===== src/rtl/time_clock_ctrl.sv =====
// RUN/SET mode controller for the FND time clock: button edges, blink, auto-repeat, set timeout.
// All outputs registered; a button level sampled at edge k shows up on the outputs at edge k+2.
module time_clock_ctrl #(
   parameter int BLINK_HALF = 50_000_000,
   parameter int REPEAT_DLY = 100_000_000,
   parameter int REPEAT_PER = 20_000_000,
   parameter int TIMEOUT    = 1_000_000_000
) (
   input  logic       i_clk,
   input  logic       i_reset,
   input  logic       i_mode,
   input  logic       i_set,
   input  logic       i_up,
   output logic       o_run,
   output logic       o_disp_sel,
   output logic       o_inc_hour,
   output logic       o_inc_min,
   output logic       o_clr_sec,
   output logic [3:0] o_blank,
   output logic [1:0] o_state
);

   localparam int HOLD_MAX = (REPEAT_DLY > REPEAT_PER) ? REPEAT_DLY : REPEAT_PER;
   localparam int BW = (BLINK_HALF > 1) ? $clog2(BLINK_HALF) : 1;
   localparam int HW = (HOLD_MAX > 1) ? $clog2(HOLD_MAX) : 1;
   localparam int TW = (TIMEOUT > 1) ? $clog2(TIMEOUT) : 1;

   localparam logic [BW-1:0] BLINK_LAST = BW'(BLINK_HALF - 1);
   localparam logic [HW-1:0] DLY_LAST   = HW'(REPEAT_DLY - 1);
   localparam logic [HW-1:0] PER_LAST   = HW'(REPEAT_PER - 1);
   localparam logic [TW-1:0] TMO_LAST   = TW'(TIMEOUT - 1);

   typedef enum logic [1:0] {
      RUN_MS   = 2'd0,
      RUN_HM   = 2'd1,
      SET_HOUR = 2'd2,
      SET_MIN  = 2'd3
   } state_e;

   state_e        state_q, state_d;
   logic [2:0]    sync1_q, sync1_d, sync2_q, sync2_d, sync3_q, sync3_d;
   logic [BW-1:0] blink_q, blink_d;
   logic          phase_q, phase_d;
   logic [HW-1:0] hold_q, hold_d;
   logic          armed_q, armed_d;
   logic          rep_q, rep_d;
   logic [TW-1:0] tmo_q, tmo_d;
   logic          run_q, run_d, sel_q, sel_d;
   logic          inc_hour_q, inc_hour_d, inc_min_q, inc_min_d, clr_q, clr_d;
   logic [3:0]    blank_q, blank_d;

   logic [2:0] btn_edge;
   logic       mode_edge, set_edge, up_edge, in_set, inc;

   // Button bit order in the sync chain: [2]=mode, [1]=set, [0]=up.
   assign btn_edge  = sync2_q & ~sync3_q;
   assign mode_edge = btn_edge[2];
   assign set_edge  = btn_edge[1] & ~btn_edge[2];
   assign up_edge   = btn_edge[0] & ~(|btn_edge[2:1]);
   assign in_set    = state_q[1];

   always_comb begin
      sync1_d = {i_mode, i_set, i_up};
      sync2_d = sync1_q;
      sync3_d = sync2_q;
      state_d = state_q;
      hold_d  = '0;
      armed_d = 1'b0;
      rep_d   = 1'b0;
      tmo_d   = '0;
      blink_d = '0;
      phase_d = 1'b0;
      inc     = 1'b0;

      case (state_q)
         RUN_MS:   if (mode_edge) state_d = RUN_HM;   else if (set_edge) state_d = SET_HOUR;
         RUN_HM:   if (mode_edge) state_d = RUN_MS;   else if (set_edge) state_d = SET_HOUR;
         SET_HOUR: if (mode_edge) state_d = RUN_HM;   else if (set_edge) state_d = SET_MIN;
         SET_MIN:  if (mode_edge || set_edge) state_d = RUN_HM;
      endcase

      // Up handling only while staying in a SET state, so no pulse straddles a transition.
      if (in_set && (state_d == state_q)) begin
         if (up_edge) begin
            inc     = 1'b1;
            armed_d = 1'b1;
         end else if (armed_q && sync2_q[0]) begin
            armed_d = 1'b1;
            rep_d   = rep_q;
            if (hold_q == (rep_q ? PER_LAST : DLY_LAST)) begin
               inc   = 1'b1;
               rep_d = 1'b1;
            end else begin
               hold_d = hold_q + 1'b1;
            end
         end

         if (!inc && !(|btn_edge)) begin
            if (tmo_q == TMO_LAST) state_d = RUN_HM;
            else                   tmo_d   = tmo_q + 1'b1;
         end
      end

      // Entering a SET state or pulsing restarts the blink in its visible phase.
      if (state_d[1] && (state_d == state_q) && !inc) begin
         if (blink_q == BLINK_LAST) begin
            phase_d = ~phase_q;
         end else begin
            blink_d = blink_q + 1'b1;
            phase_d = phase_q;
         end
      end

      run_d      = ~state_d[1];
      sel_d      = (state_d != RUN_MS);
      inc_hour_d = inc && (state_q == SET_HOUR);
      inc_min_d  = inc && (state_q == SET_MIN);
      clr_d      = in_set && !state_d[1];
      blank_d    = 4'b0000;
      if (phase_d) blank_d = (state_d == SET_HOUR) ? 4'b1100 : 4'b0011;
   end

   always_ff @(posedge i_clk or negedge i_reset) begin
      if (!i_reset) begin
         state_q    <= RUN_MS;
         sync1_q    <= '0;
         sync2_q    <= '0;
         sync3_q    <= '0;
         blink_q    <= '0;
         phase_q    <= 1'b0;
         hold_q     <= '0;
         armed_q    <= 1'b0;
         rep_q      <= 1'b0;
         tmo_q      <= '0;
         run_q      <= 1'b1;
         sel_q      <= 1'b0;
         inc_hour_q <= 1'b0;
         inc_min_q  <= 1'b0;
         clr_q      <= 1'b0;
         blank_q    <= 4'b0000;
      end else begin
         state_q    <= state_d;
         sync1_q    <= sync1_d;
         sync2_q    <= sync2_d;
         sync3_q    <= sync3_d;
         blink_q    <= blink_d;
         phase_q    <= phase_d;
         hold_q     <= hold_d;
         armed_q    <= armed_d;
         rep_q      <= rep_d;
         tmo_q      <= tmo_d;
         run_q      <= run_d;
         sel_q      <= sel_d;
         inc_hour_q <= inc_hour_d;
         inc_min_q  <= inc_min_d;
         clr_q      <= clr_d;
         blank_q    <= blank_d;
      end
   end

   assign o_run      = run_q;
   assign o_disp_sel = sel_q;
   assign o_inc_hour = inc_hour_q;
   assign o_inc_min  = inc_min_q;
   assign o_clr_sec  = clr_q;
   assign o_blank    = blank_q;
   assign o_state    = state_q;

endmodule


===== config.mk =====
export PLATFORM = sky130hd
export DESIGN_NAME = time_clock_ctrl
export DESIGN_NICKNAME = d
export VERILOG_FILES = /design/src/rtl/time_clock_ctrl.sv
export SDC_FILE = /design/constraint.sdc
export NUM_CORES = 1
export LEC_CHECK = 0
export ABC_AREA = 1
export BUFFER_PORTS_ARGS = -buffer_cell sky130_fd_sc_hd__buf_2
export CORE_ASPECT_RATIO = 0.6
export CORE_MARGIN = 2
export CORE_UTILIZATION = 35
export DETAILED_ROUTE_END_ITERATION = 8
export SETUP_SLACK_MARGIN = 0.15
export SLEW_MARGIN = 10
export SYNTH_ARGS = -nofsm -noshare
export SYNTH_HDL_FRONTEND = slang
export SYNTH_SLANG_ARGS = --single-unit

===== constraint.sdc =====
create_clock -name i_clk -period 2.42 [get_ports i_clk]
set_input_delay 0.242 -clock i_clk [delete_from_list [all_inputs] [get_ports i_clk]]
set_output_delay 0.242 -clock i_clk [all_outputs]
set_load 0.05 [all_outputs]

# Word level (Yosys, flattened, before mapping)
# Index checks and enable logic that the tools add are counted.
# classes
add_sub_neg	3
eq_ne	10
muxes	36
bitwise	8
n_reduce_logical	17
# ops
op	count
two-way mux 27 bit	5
two-way mux 30 bit	3
two-way mux 26 bit	2
adder 30 x 1 -> 30 bit (second input constant)	1
== test 30 bit (second input constant)	1
adder 27 x 1 -> 27 bit (second input constant)	1
== test 27 bit	1
adder 26 x 1 -> 26 bit (second input constant)	1
== test 26 bit (second input constant)	1
two-way mux 2 bit	9
two-way mux 1 bit	14
logical AND 1 bit	8
two-way mux 4 bit	2
case mux 2 bit (4 select lines)	1
== test 2 bit (second input constant)	3
== test 2 bit	2
zero test 1 bit	4
!= test 4 x 3 -> 1 bit (second input constant)	1
inverter 1 bit	4
bitwise AND 3 bit	1
inverter 3 bit	1
OR reduction 3 bit	1
bitwise AND 1 bit	2
== test 2 x 1 -> 1 bit (second input constant)	1
other kinds (4)	4
# word_totals
regBits	106
in_bits	5
wordCells	90

# Longest topological paths before layout
# Gate-level depths: netlist of run 1.
# logic_depth
word_depth	19
mapped_depth	15

# Least setup slack after synthesis of run 1
# OpenSTA, ideal clock, no wires.
# synth_path
kind	register -> register
startpoint	register tmo_q[0]
endpoint	register blink_q[14]
t_arrival_ns	2.028
required_time_ns	2.297
setup_slack_ns	0.268
path_stages_with_launch	16
synth_period_minus_slack_ns	2.152
cell_sequence	dfrtp_1 -> ha_1 -> nand2_1 -> nor2_2 -> nand2_2 -> nor2_4 -> nand3_2 -> nor2_2 -> nand3_2 -> nand2_2 -> ha_1 -> nand2_1 -> nor2_4 -> nand3_4 -> buf_8 -> nor2_2
# synth_via
elab_chain_cells	8
# synth_rtl
element	line	text
from (decl)	47	logic [TW-1:0] tmo_q, tmo_d;
from (signal assigned)	151	tmo_q <= tmo_d;
== test 30 bit *	99	if (tmo_q == TMO_LAST) state_d = RUN_HM;
two-way mux 2 bit *	99	
two-way mux 2 bit *	98	if (!inc && !(|btn_edge)) begin
two-way mux 2 bit *	83	if (in_set && (state_d == state_q)) begin
== test 2 bit	105	if (state_d[1] && (state_d == state_q) && !inc) begin
logical AND 1 bit * (2 in series)	105	
two-way mux 26 bit *	105	
net blink_d[14]	42	logic [BW-1:0] blink_q, blink_d;
to (signal assigned)	146	blink_q <= blink_d;
to (decl)	42	
# Mark *: on every way through the listed nets, which the timed path passes. The rest lies on a longest branch.
# A chain may end at the register's enable or synchronous reset.

# Final worst setup path of run 1
# layout_path
startpoint	register tmo_q[0]
endpoint	register blink_q[6]
# Same word-level chain as after synthesis.

==> results.md, run 1 <==
- Outcome: finished, violations left
- Failing checks: DRC
- Distinct cells, synth: 42
- Clock Skew: 0.0149 ns
- EDFF count, synth: 0
- Post-layout min period: 2.25 ns
- Clock root buffer: clkbuf_16
- Register share of total power: 49.4%
- Final hold vios: 0
- Worst R2R Start: tmo_q[0]
- Starting density of the core: 36.1%
- TNS Setup: 0 ns
- Row Count: 35
- Share of the synthesized area in the top cell type: 46.1%
- Mux contribution to synthesized area: 0%
- TritonCTS clock tree: done
- Crit path max-delay cell type: dfrtp_1
- Clk pwr share: 40.1%
- Largest cells by area after synthesis: dfrtp_1 46%, nand2_1 9.1%, nor2_1 8.3%
- CTS Buf Count: 9
- Largest net degree at the start of global routing: 44
- Crit share post-route: 93.0%
- Worst flop-to-flop path endpoint: blink_q[6]
- Worst min path class: primary input to async pin
- Port Buffers: 15
- Setup WS pre-CTS: 0.0539 ns
- Register area share after synthesis: 46.6%
- Grt total ovfl: 0
- Req. time, crit path: 2.71 ns
- Multi-input logic area: 0.00280 mm2
- Worst Reg-to-Reg Cells: 16
- Switching pwr: 0.000966 W
- Htree depth: 3
- Peak Freq: 444 MHz
- XOR/XNOR Fraction of Synth Area: 4.54%
- CP Cell Sequence: ha_2 -> nand2_1 -> nor2_2 -> nand2_2 -> nor2_4 -> nand3_4 -> nor2_4 -> nand3_4 -> nand2_4 -> ha_4 -> nand2_4 -> nor2_4 -> nand3_4 -> buf_12 -> buf_16 -> nor2_2
- Largest family of logic cells by synthesized area: simple AND/OR/NAND/NOR gates
- Syn Inst Count: 711
- Internal Power: 0.00266 W
- All-Layer GR Usage: 16.3%
- Final net count: 780
- Worst-Margin Slew: 0.544 ns
- Net Sw Frac: 26.6%
- Async set or reset register ratio after synthesis: 100%
- Area leader, netlist: dfrtp_1
- Clock-pin slew on the worst setup and hold paths: 0.07 ns
- Share of cells above drive strength 1: 19.3%
- PwrDens: 532 mW/mm2
- Total power: 0.00362 W
- Crit path DAT: 2.54 ns
- Post-synthesis cell area: 0.00559 mm2
- Post-Synth Simple-Gate Area: 36.4%
- I/O Pins: 16
- Vias in the first global route: 4280
- Startpoint types: flop
- Clk Latency, worst-skew pair: 0.36 ns
- Die Y: 102 um
- Slew Limit Headroom: 63.4%
- Die X: 167 um
- Busiest grt layer: met1
- Clock Sinks: 104
- Grt met3 use: 2.87%
- Static leakage: 2.85 nW
- Design area: 0.00681 mm2
- Max VDD drop: 0.354 mV
- Worst Setup Slack, final: 0.169 ns
- Layout area overhead: 21.7%
- Ant diodes: 0
- RSZ-0062 raised after global routing: yes
- Final setup violation count: 0
- Kind of critical path: flop to flop
- CORE AREA: 0.0155 mm2
- Flop2flop setup slack: 0.17 ns
- Flip-flop and latch area: 0.00261 mm2
- 1st-iter DRT viols: 414
- Syn avg cell area: 7.86 um2
- Synth Flop Type: dfrtp_1
- Slew Limit Fails: 0
- DP Area: 0.00597 mm2
- Final GP Congestion: 0.881
- Max FO, Critical Path: 7
- DRC violation count after routing: 1
- Via Count: 4791
- Delay of the slowest cell on the worst path: 0.35 ns
- DR vias/cell: 4.89
- Post-DR wirelength/cell: 13.5 um
- Max-Cap Viols: 0
- DIE AREA: 0.0170 mm2
- Flops & latches, synth: 104
- WHS: 0.278 ns
- Yosys warning count: 0
- Bufs on Longest Clock Path: 2
- Initial antenna violation count: 0
- CP endpoint kind: flop
- Global routing usage on met2: 20.1%
- Met1 usage: 27.9%
- Synth Area in Compound Gates: 4.39%
- Comb power frac: 10.5%
- First-pass GRT wire length: 22.1 mm
- Dpl hpwl: 9.39 mm
- Adder-Cell Fraction of Synth Area: 0.895%
- Synthesized Nets: 720
- Routed Antenna Nets: 0
- Final wirelength: 13.2 mm
- Drt pass-1 iters: 7
- Filler cell count: 1559
## worst max-delay path, delay by kind of cell (launching register included)
family	cells	cell delay [ns]
flip-flops	1	0.35
adder cells (fa/ha/maj)	2	0.33
buffers and inverters	2	0.31
AND/OR/NAND/NOR	12	1.20
## timing repair
action / CTS / global route
endpoints found under the setup margin: 26 / 31
hold endpoints to repair: 13 / 0
cloned: 3 / 0
hold buffers: 4 / 0
buffers inserted: 12 / 13
pin swaps: 8 / 20
resized for setup: 16 / 38
## area by class of cell
type / instances / share of cell area (%)
Clock inverter: 6 / 0.827
Tap cell: 203 / 3.73
Sequential cell: 104 / 38.3
Timing Repair Buffer: 59 / 7.65
Inverter: 89 / 4.91
Multi-Input combinational cell: 508 / 41.1
Clock buffer: 10 / 3.51
## per-stage QoR
step	util (%)	instances
finish	43.9	979
floorplan	-	711
detailed placement	38.5	931
CTS	42.3	966
global placement	38.5	931
global route	43.9	979
## cells in the mapped netlist (9+ instances only)
cell type and count:
inv_1 88, nand2_2 9, nand4_1 27, dfrtp_1 103, nor2_2 30, nand2_1 135, nor3_1 30, a21oi_1 14
nor2_1 124, xor2_1 23, nand3_1 40, nor4_1 16, o21ai_0 12
## metal layers
| metal | share of wire (%) | vias up |
|---|---|---|
| met1 | 58 | 2237 |
| met4 | 0.84 | 0 |
| met3 | 5.2 | 13 |
| met5 | 0 | - |
| met2 | 36 | 119 |
| li1 | - | 2422 |
## how the worst max path moves through the flow
stage,start,endpoint,slack [ns],cells after the start
floorplan,tmo_q[0],blink_q[14],0.27,15
global placement,hold_q[0],blink_q[15],0.14,14
detailed placement,tmo_q[0],blink_q[15],0.05,15
CTS,hold_q[1],blink_q[10],0.16,15
global route,hold_q[22],blink_q[3],0.0005,15
finish,tmo_q[0],blink_q[6],0.17,16
## power groups by stage
stage | logic, W | clock network [W] | registers (W)
global route | 0.000413 | 0.00157 | 0.00179
finish | 0.000381 | 0.00145 | 0.00179
floorplan | 0.000122 | 0 | 0.00187
global placement | 0.000260 | 0 | 0.00182
detailed placement | 0.000261 | 0 | 0.00182
CTS | 0.000355 | 0.00150 | 0.00179
## state kept, by name, indices dropped and copies added (netlist names), 2 cells and up
name     flops
tmo_q       30
o_blank      2
sync2_q      3
sync3_q      3
sync1_q      3
hold_q      27
blink_q     26
o_state      2
## placed cells by master, fill, tap and decap left out, types with 4 or more instances in the layout
master	n
nor2_2	27
nand4_1	27
xor2_1	23
inv_1	88
o21ai_0	10
xnor2_1	6
buf_4	35
dfrtp_1	101
nor3_1	30
a21oi_1	14
nand2_1	130
nor2_1	111
dlygate4sd3_1	4
clkbuf_16	9
nor3b_1	4
nand2_2	11
nor4_1	16
nand3_1	38
nor2_4	19
nand3_4	4
buf_2	14
## logic make-up after synthesis
kind of cell,Yosys count
buffers and inverters,99
and+or+nand+nor,433
DFF,104
AOI/OAI and AO/OA,42
xor gates and xnor gates,29
adders and majority gates,4
(Power assumes the default switching activity.)
==> run 2: changes to the inputs <==
==> constraint.sdc (replaced) <==
create_clock -name i_clk -period 2.9 [get_ports i_clk]
set_input_delay 0.29 -clock i_clk [delete_from_list [all_inputs] [get_ports i_clk]]
set_output_delay 0.29 -clock i_clk [all_outputs]
set_load 0.05 [all_outputs]
==> run 2 against run 1 <==
Largest cell class is now flip-flops and latches. Sequential power shrank 17%. Critical endpoint is now blink_q[18]. Highest routed layer unchanged. The flow still finishes with violations (DRC). Clock power shrank 15%. First-iteration DRC count shrank 2.7%.
==> results.md, run 2 (same netlist as run 1, synthesis figures left out) <==
- Slew Limit Headroom: 47.9% (-16 points)
- Crit share post-route: 85.7% (-7.3 points)
- Layout area overhead: 11.1%
- Routed Antenna Nets: 0 (unchanged)
- Worst-Margin Slew: 0.782 ns (+0.238 ns)
- Top reg by flops: tmo_q
- Clock Sinks: 104 (unchanged)
- CTS Buf Count: 9 (unchanged)
- Post-DR wirelength/cell: 13.7 um (+1.4%)
- Row Count: 35 (unchanged)
- Kind of critical path: flop to flop
- Clock root buffer: clkbuf_16
- I/O Pins: 16 (unchanged)
- Most frequent cells in the layout: 135 x nand2_1, 124 x nor2_1, 103 x dfrtp_1, 88 x inv_1, 40 x nand3_1
- Cells after DPL: 923 (-0.86%)
- Comb power frac: 7.4% (-3.1 points)
- Ant diodes: 0 (unchanged)
- Share of cells above drive strength 1: 12.2% (-7.1 points)
- Cts repair resizes: 0 (-16)
- Setup Fix Bufs, Post-CTS: 0 (-12)
- Clock-pin slew on the worst setup and hold paths: 0.08 ns (about the same)
- Worst min path class: primary input to async pin
- Final setup violation count: 0 (unchanged)
- Worst Reg-to-Reg Cells: 14 (-2)
- DIE AREA: 0.0170 mm2 (unchanged)
- Register share of total power: 50.8% (+1.4 points)
- Filler cell count: 1632 (+4.7%)
- Grt total ovfl: 0 (unchanged)
- Peak Freq: 402 MHz (-9.5%)
- Startpoint types: flop
- Net Sw Frac: 27.0% (+0.32 points)
- Port Buffers: 15 (unchanged)
- Final GP Congestion: 0.887 (+0.65%)
- TNS Setup: 0 ns (unchanged)
- 1st-iter DRT viols: 403 (-2.7%)
- Final wirelength: 12.9 mm (-2.6%)
- Max FO, Critical Path: 13 (+6)
- Clock Skew: 0.0116 ns (-0.00325 ns)
- Post-layout min period: 2.49 ns (+0.236 ns)
- Starting density of the core: 36.1% (unchanged)
- Req. time, crit path: 3.18 ns (+0.47 ns)
- DR vias/cell: 4.93 (+0.65%)
- Largest net degree at the start of global routing: 60 (+36%)
- Die X: 167 um (unchanged)
- Failing checks: DRC
- Leading registers by flop count: tmo_q: 30 flops, hold_q: 27 flops, blink_q: 26 flops
- Die Y: 102 um (unchanged)
- Vias in the first global route: 4260 (-0.47%)
- TritonCTS clock tree: done
- Worst R2R Start: tmo_q[0]
- Flop2flop setup slack: 0.41 ns (+0.24 ns)
- Via Count: 4630 (-3.4%)
- CORE AREA: 0.0155 mm2 (unchanged)
- Htree depth: 3 (unchanged)
- Max-Cap Viols: 0 (unchanged)
- Static leakage: 2.56 nW (-10%)
- Dpl hpwl: 9.46 mm (+0.77%)
- Slew Limit Fails: 0 (unchanged)
- Drt pass-1 iters: 7 (unchanged)
- PwrDens: 473 mW/mm2 (-11%)
- Non-Filler Instances: 940 (-4.0%)
- Final net count: 741 (-5.0%)
- Final hold vios: 0 (unchanged)
- Clk Latency, worst-skew pair: 0.35 ns (about the same)
- Commonest non-fill, non-tap cell in the layout: nand2_1
- RSZ-0062 raised after global routing: no
- Bufs on Longest Clock Path: 2 (unchanged)
- Initial antenna violation count: 0 (unchanged)
- Max reg flops: 30 (unchanged)
- Worst flop-to-flop path endpoint: blink_q[18]
- First-pass GRT wire length: 22.0 mm (-0.47%)
- CP endpoint kind: flop
- Switching pwr: 0.000793 W (-18%)
- DRC violation count after routing: 1 (unchanged)
- Clk pwr share: 41.8% (+1.7 points)
- Crit path DAT: 2.77 ns (+0.23 ns)
- Outcome: finished, violations left
- All-Layer GR Usage: 16.3% (+0.019 points)
- Max VDD drop: 0.287 mV (-19%)
- Internal Power: 0.00215 W (-19%)
- Cts hold-fix bufs: 0 (-4)
## run 2: changes by cell type in the layout (fill, tap and decap cells not counted), sizes merged
cell         before  now
buf              54   19
bufbuf            1    0
nand3            44   45
dlygate4sd3       4    0
## run 2: worst max path at each step
stage,from,endpoint,slack [ns],cells after the start
floorplan,tmo_q[0],blink_q[14],0.75,15
global placement,hold_q[0],blink_q[25],0.40,13
detailed placement,tmo_q[0],blink_q[21],0.32,14
CTS,tmo_q[0],blink_q[25],0.29,14
global route,tmo_q[0],blink_q[21],0.15,14
finish,tmo_q[0],blink_q[18],0.41,14
## run 2: through the flow
| stage | total power [W] | setup WS, ns | utilization [%] | instance area, um2 | hold slack (ns) |
|---|---|---|---|---|---|
| final | 0.00294 | 0.414 | 40.1 | 6210 | 0.00458 |
| after global routing | 0.00307 | 0.154 | 40.1 | 6210 | 0.0200 |
| after CTS | 0.00297 | 0.291 | 40.0 | 6190 | 0.0287 |
| after detailed placement | 0.00173 | 0.320 | 38.0 | 5890 | 0.336 |
| after global placement | 0.00173 | 0.396 | 38.0 | 5890 | 0.333 |
| after floorplan | 0.00166 | 0.748 | - | 5590 | -0.00559 |
## run 2: power groups by stage
stage / combinational [W] / clock (W) / sequential (W)
3_3_place_gp: 0.000207 / 0 / 0.00152
6_report: 0.000218 / 0.00123 / 0.00149
2_1_floorplan: 0.000102 / 0 / 0.00156
4_1_cts: 0.000208 / 0.00127 / 0.00149
5_1_grt: 0.000245 / 0.00133 / 0.00150
3_5_place_dp: 0.000208 / 0 / 0.00152
## run 2: final cells by class
| type | instances | area [um2] | share of cell area (%) |
|---|---|---|---|
| Sequential cell | 104 | 2600 | 41.9 |
| Multi-Input combinational cell | 509 | 2600 | 41.9 |
| Inverter | 89 | 334 | 5.38 |
| Tap cell | 203 | 254 | 4.09 |
| Clock buffer | 10 | 239 | 3.85 |
| Timing Repair Buffer | 19 | 120 | 1.93 |
| Clock inverter | 6 | 61.3 | 0.987 |
## run 2: per-layer routing
layer,track usage [%],wire (um),vias up
li1,-,-,2346
met1,27.0,7430,2145
met2,20.3,4420,124
met3,3.99,866,15
met4,3.88,142,0
met5,0,0,-
## run 2: worst max-delay path: stages (launching register included)
cell,delay (ns)
dfrtp_1,0.37
ha_1,0.22
nand2_1,0.09
nor2_2,0.18
nand2_2,0.12
nor2_4,0.13
nand3_2,0.12
nor2_2,0.11
nand3_2,0.11
nand2_2,0.13
ha_1,0.13
nand2_1,0.08
nor2_4,0.19
nand3_4,0.27
nor2_2,0.16
==> run 3: changes to the inputs <==
--- a/config.mk
+++ b/config.mk
@@ -5,12 +5,14 @@
 export SDC_FILE = /design/constraint.sdc
 export NUM_CORES = 1
 export LEC_CHECK = 0
-export ABC_AREA = 1
 export BUFFER_PORTS_ARGS = -buffer_cell sky130_fd_sc_hd__buf_2
+export CELL_PAD_IN_SITES_DETAIL_PLACEMENT = 1
+export CELL_PAD_IN_SITES_GLOBAL_PLACEMENT = 2
 export CORE_ASPECT_RATIO = 0.6
 export CORE_MARGIN = 2
-export CORE_UTILIZATION = 35
+export CORE_UTILIZATION = 44
 export DETAILED_ROUTE_END_ITERATION = 8
+export PLACE_DENSITY_LB_ADDON = 0.1
 export SETUP_SLACK_MARGIN = 0.15
 export SLEW_MARGIN = 10
 export SYNTH_ARGS = -nofsm -noshare
==> run 3 against run 2 <==
The flow now finishes without violations. Critical endpoint is now blink_q[5]. Wire length decreased by 0.64%. Via count shrank 17%. Critical path type unchanged. Sequential power barely moved. Worst hold slack better by 0.045 ns.
==> results.md, run 3 <==
- Row Count: 30 (-14%)
- Commonest non-fill, non-tap cell in the layout: dfrtp_1
- Synth top cells by count: 103 x dfrtp_1, 69 x nor2_1, 47 x xor2_1
- Async set or reset register ratio after synthesis: 100% (unchanged)
- TNS Setup: 0 ns (unchanged)
- Synth Flop Type: dfrtp_1
- Final setup violation count: 0 (unchanged)
- 1st-iter DRT viols: 187 (-54%)
- Outcome: finished, final reports clean
- PwrDens: 529 mW/mm2 (+12%)
- Startpoint types: flop
- Largest net degree at the start of global routing: 45 (-25%)
- First-pass GRT wire length: 20.7 mm (-6.0%)
- TritonCTS clock tree: done
- Register area share after synthesis: 50.9% (+4.4 points)
- CP Cell Sequence: nand3b_1 -> or4_4 -> a2111oi_4 -> o31ai_4 -> ha_4 -> o311a_4 -> o21ai_4 -> clkbuf_16 -> nor4b_2
- Routed Antenna Nets: 0 (unchanged)
- Clock root buffer: clkbuf_16
- CTS Buf Count: 9 (unchanged)
- Final wirelength: 12.8 mm (-0.64%)
- Initial antenna violation count: 0 (unchanged)
- Post-DR wirelength/cell: 18.1 um (+32%)
- Total power: 0.00323 W (+10%)
- Flip-flop and latch area: 0.00261 mm2 (+0.14%)
- Kind of critical path: flop to flop
- Flop2flop setup slack: 0.16 ns (-0.25 ns)
- Bufs on Longest Clock Path: 2 (unchanged)
- Distinct cells, synth: 46 (+9.5%)
- Top reg by flops: tmo_q
- Syn Inst Count: 492 (-31%)
- Static leakage: 2.47 nW (-3.4%)
- CORE AREA: 0.0113 mm2 (-27%)
- Worst min path class: primary input to flop
- DP Area: 0.00551 mm2 (-6.5%)
- Htree depth: 3 (unchanged)
- Clock Skew: 0.00475 ns (-0.00688 ns)
- Worst-Margin Slew: 0.620 ns (-0.162 ns)
- Filler cell count: 1222 (-25%)
- Share of cells above drive strength 1: 18.8% (+6.6 points)
- Final net count: 551 (-26%)
- Vias in the first global route: 3900 (-8.5%)
- Ant diodes: 0 (unchanged)
- Via Count: 3834 (-17%)
- Max VDD drop: 0.345 mV (+20%)
- Grt total ovfl: 0 (unchanged)
- Delay-heaviest family, CP: simple AND/OR/NAND/NOR gates
- All-Layer GR Usage: 21.5% (+5.2 points)
- Req. time, crit path: 3.15 ns (-0.03 ns)
- Flops & latches, synth: 104 (unchanged)
- Post-synthesis cell area: 0.00511 mm2 (-8.6%)
- Max reg flops: 30 (unchanged)
- RSZ-0062 raised after global routing: yes
- Crit path max-delay cell type: a2111oi_4
- Design area: 0.00612 mm2 (-1.5%)
- Clk Latency, worst-skew pair: 0.35 ns (about the same)
- Clock Sinks: 104 (unchanged)
- Final hold vios: 0 (unchanged)
- Worst path bufs/invs: 1 (+1)
- Port Buffers: 15 (unchanged)
- CP endpoint kind: flop
- EDFF count, synth: 0 (unchanged)
- Drt pass-1 iters: 4 (-3)
- Most frequent cell after synthesis: dfrtp_1
- Crit path DAT: 2.98 ns (+0.21 ns)
- Peak Freq: 365 MHz (-9.2%)
- Yosys warning count: 0 (unchanged)
- Layout area overhead: 19.7%
- I/O Pins: 16 (unchanged)
- Synthesized Nets: 501 (-30%)
- DRC violation count after routing: 0 (-1)
- Slew Limit Fails: 0 (unchanged)
- Share of the synthesized area in the top cell type: 50.4% (+4.3 points)
- Die X: 143 um (-14%)
- Syn avg cell area: 10.4 um2 (+32%)
- Die Y: 87.5 um (-14%)
- Delay of the slowest cell on the worst path: 0.45 ns (+0.08 ns)
- DIE AREA: 0.0125 mm2 (-26%)
- Max-Cap Viols: 0 (unchanged)
- Dpl hpwl: 8.46 mm (-11%)
- Post-layout min period: 2.74 ns (+0.251 ns)
- DR vias/cell: 5.42 (+10%)
- Multi-input logic area: 0.00250 mm2 (-3.7%)
- Leading registers by flop count: tmo_q: 30 flops, hold_q: 27 flops, blink_q: 26 flops
- Crit share post-route: 94.4% (+8.7 points)
- Largest cells by area after synthesis: dfrtp_1 50%, xor2_1 8.1%, nor2_1 5.1%
- Max FO, Critical Path: 7 (-6)
- Final GP Congestion: 0.760 (-14%)
- Most frequent cells in the layout: 100 x dfrtp_1, 69 x nor2_1, 47 x xor2_1, 37 x buf_4, 35 x nand2_1
- Clock-pin slew on the worst setup and hold paths: 0.07 ns (about the same)
- Starting density of the core: 45.2% (+9.2 points)
- Area leader, netlist: dfrtp_1
- Slew Limit Headroom: 58.3% (+10 points)
run 3: final cells by class:
type | instances | area share (%)
sequential | 104 | 42.6
multi-input combinational | 360 | 40.9
timing repair buffer | 55 | 7.00
clock buffer | 11 | 4.13
tap | 160 | 3.27
clock inverter | 5 | 1.29
inverter | 12 | 0.736
run 3: worst reg2reg max path, cell delays in order (launching register included):
cell and delay (ns):
dfrtp_1 0.42, nand3b_1 0.18, or4_4 0.44, a2111oi_4 0.45, o31ai_4 0.13, ha_4 0.28
o311a_4 0.19, o21ai_4 0.09, clkbuf_16 0.20, nor4b_2 0.26
run 3: path summary, 6_finish.rpt:
check / from / end / depth (start not counted)
hold reg to reg: sync1_q[0] / sync2_q[0] / 0
hold / removal: i_mode / sync1_q[2] / 1
setup reg to reg: hold_q[11] / blink_q[5] / 9
setup / recovery: hold_q[11] / blink_q[5] / 9
max in group asynchronous: i_reset / o_run / 3
min in group asynchronous: i_reset / hold_q[0] / 2
run 3: kinds of logic after synthesis:
group                      after synthesis  share of synthesized area (%)
AOI/OAI and AO/OA                       17                           2.77
xor gates and xnor gates                76                           13.0
adders and majority gates                4                          0.979
buffers and inverters                   28                           2.77
DFF                                    104                           50.9
and+or+nand+nor                        263                           29.5
run 3: repair_timing:
action,CTS,global route
cloned,0,2
endpoints found under the hold margin,41,0
hold buffers,1,0
endpoints found under the setup margin,29,29
gates resized for setup,5,12
pin swaps,3,5
buffers inserted,3,10
run 3: metal layers:
| layer | routed length (um) | share of wire, % | vias up | global-route usage [%] |
|---|---|---|---|---|
| met5 | 0 | 0 | - | 0 |
| met4 | 102 | 0.80 | 0 | 4.59 |
| met3 | 328 | 2.6 | 10 | 4.95 |
| met2 | 5470 | 43 | 42 | 30.8 |
| met1 | 6880 | 54 | 1961 | 33.0 |
| li1 | - | - | 1821 | - |
run 3: stage by stage:
step | std cells | setup slack (ns) | util, % | hold slack (ns)
5_1_grt | 707 | 0.0683 | 54.1 | 0.0305
6_report | 707 | 0.162 | 54.1 | 0.0500
4_1_cts | 695 | 0.163 | 52.2 | 0.0366
3_3_place_gp | 675 | 0.187 | 48.8 | 0.336
3_5_place_dp | 675 | 0.0184 | 48.8 | 0.338
2_1_floorplan | 492 | 0.145 | - | -0.00559
run 3: where the power goes:
| part | leakage, nW | total (W) | internal, W | switching (W) |
|---|---|---|---|---|
| combinational | 0.895 | 0.000391 | 0.000125 | 0.000266 |
| sequential | 1.41 | 0.00151 | 0.00148 | 0.0000326 |
| clock | 0.165 | 0.00133 | 0.000802 | 0.000531 |
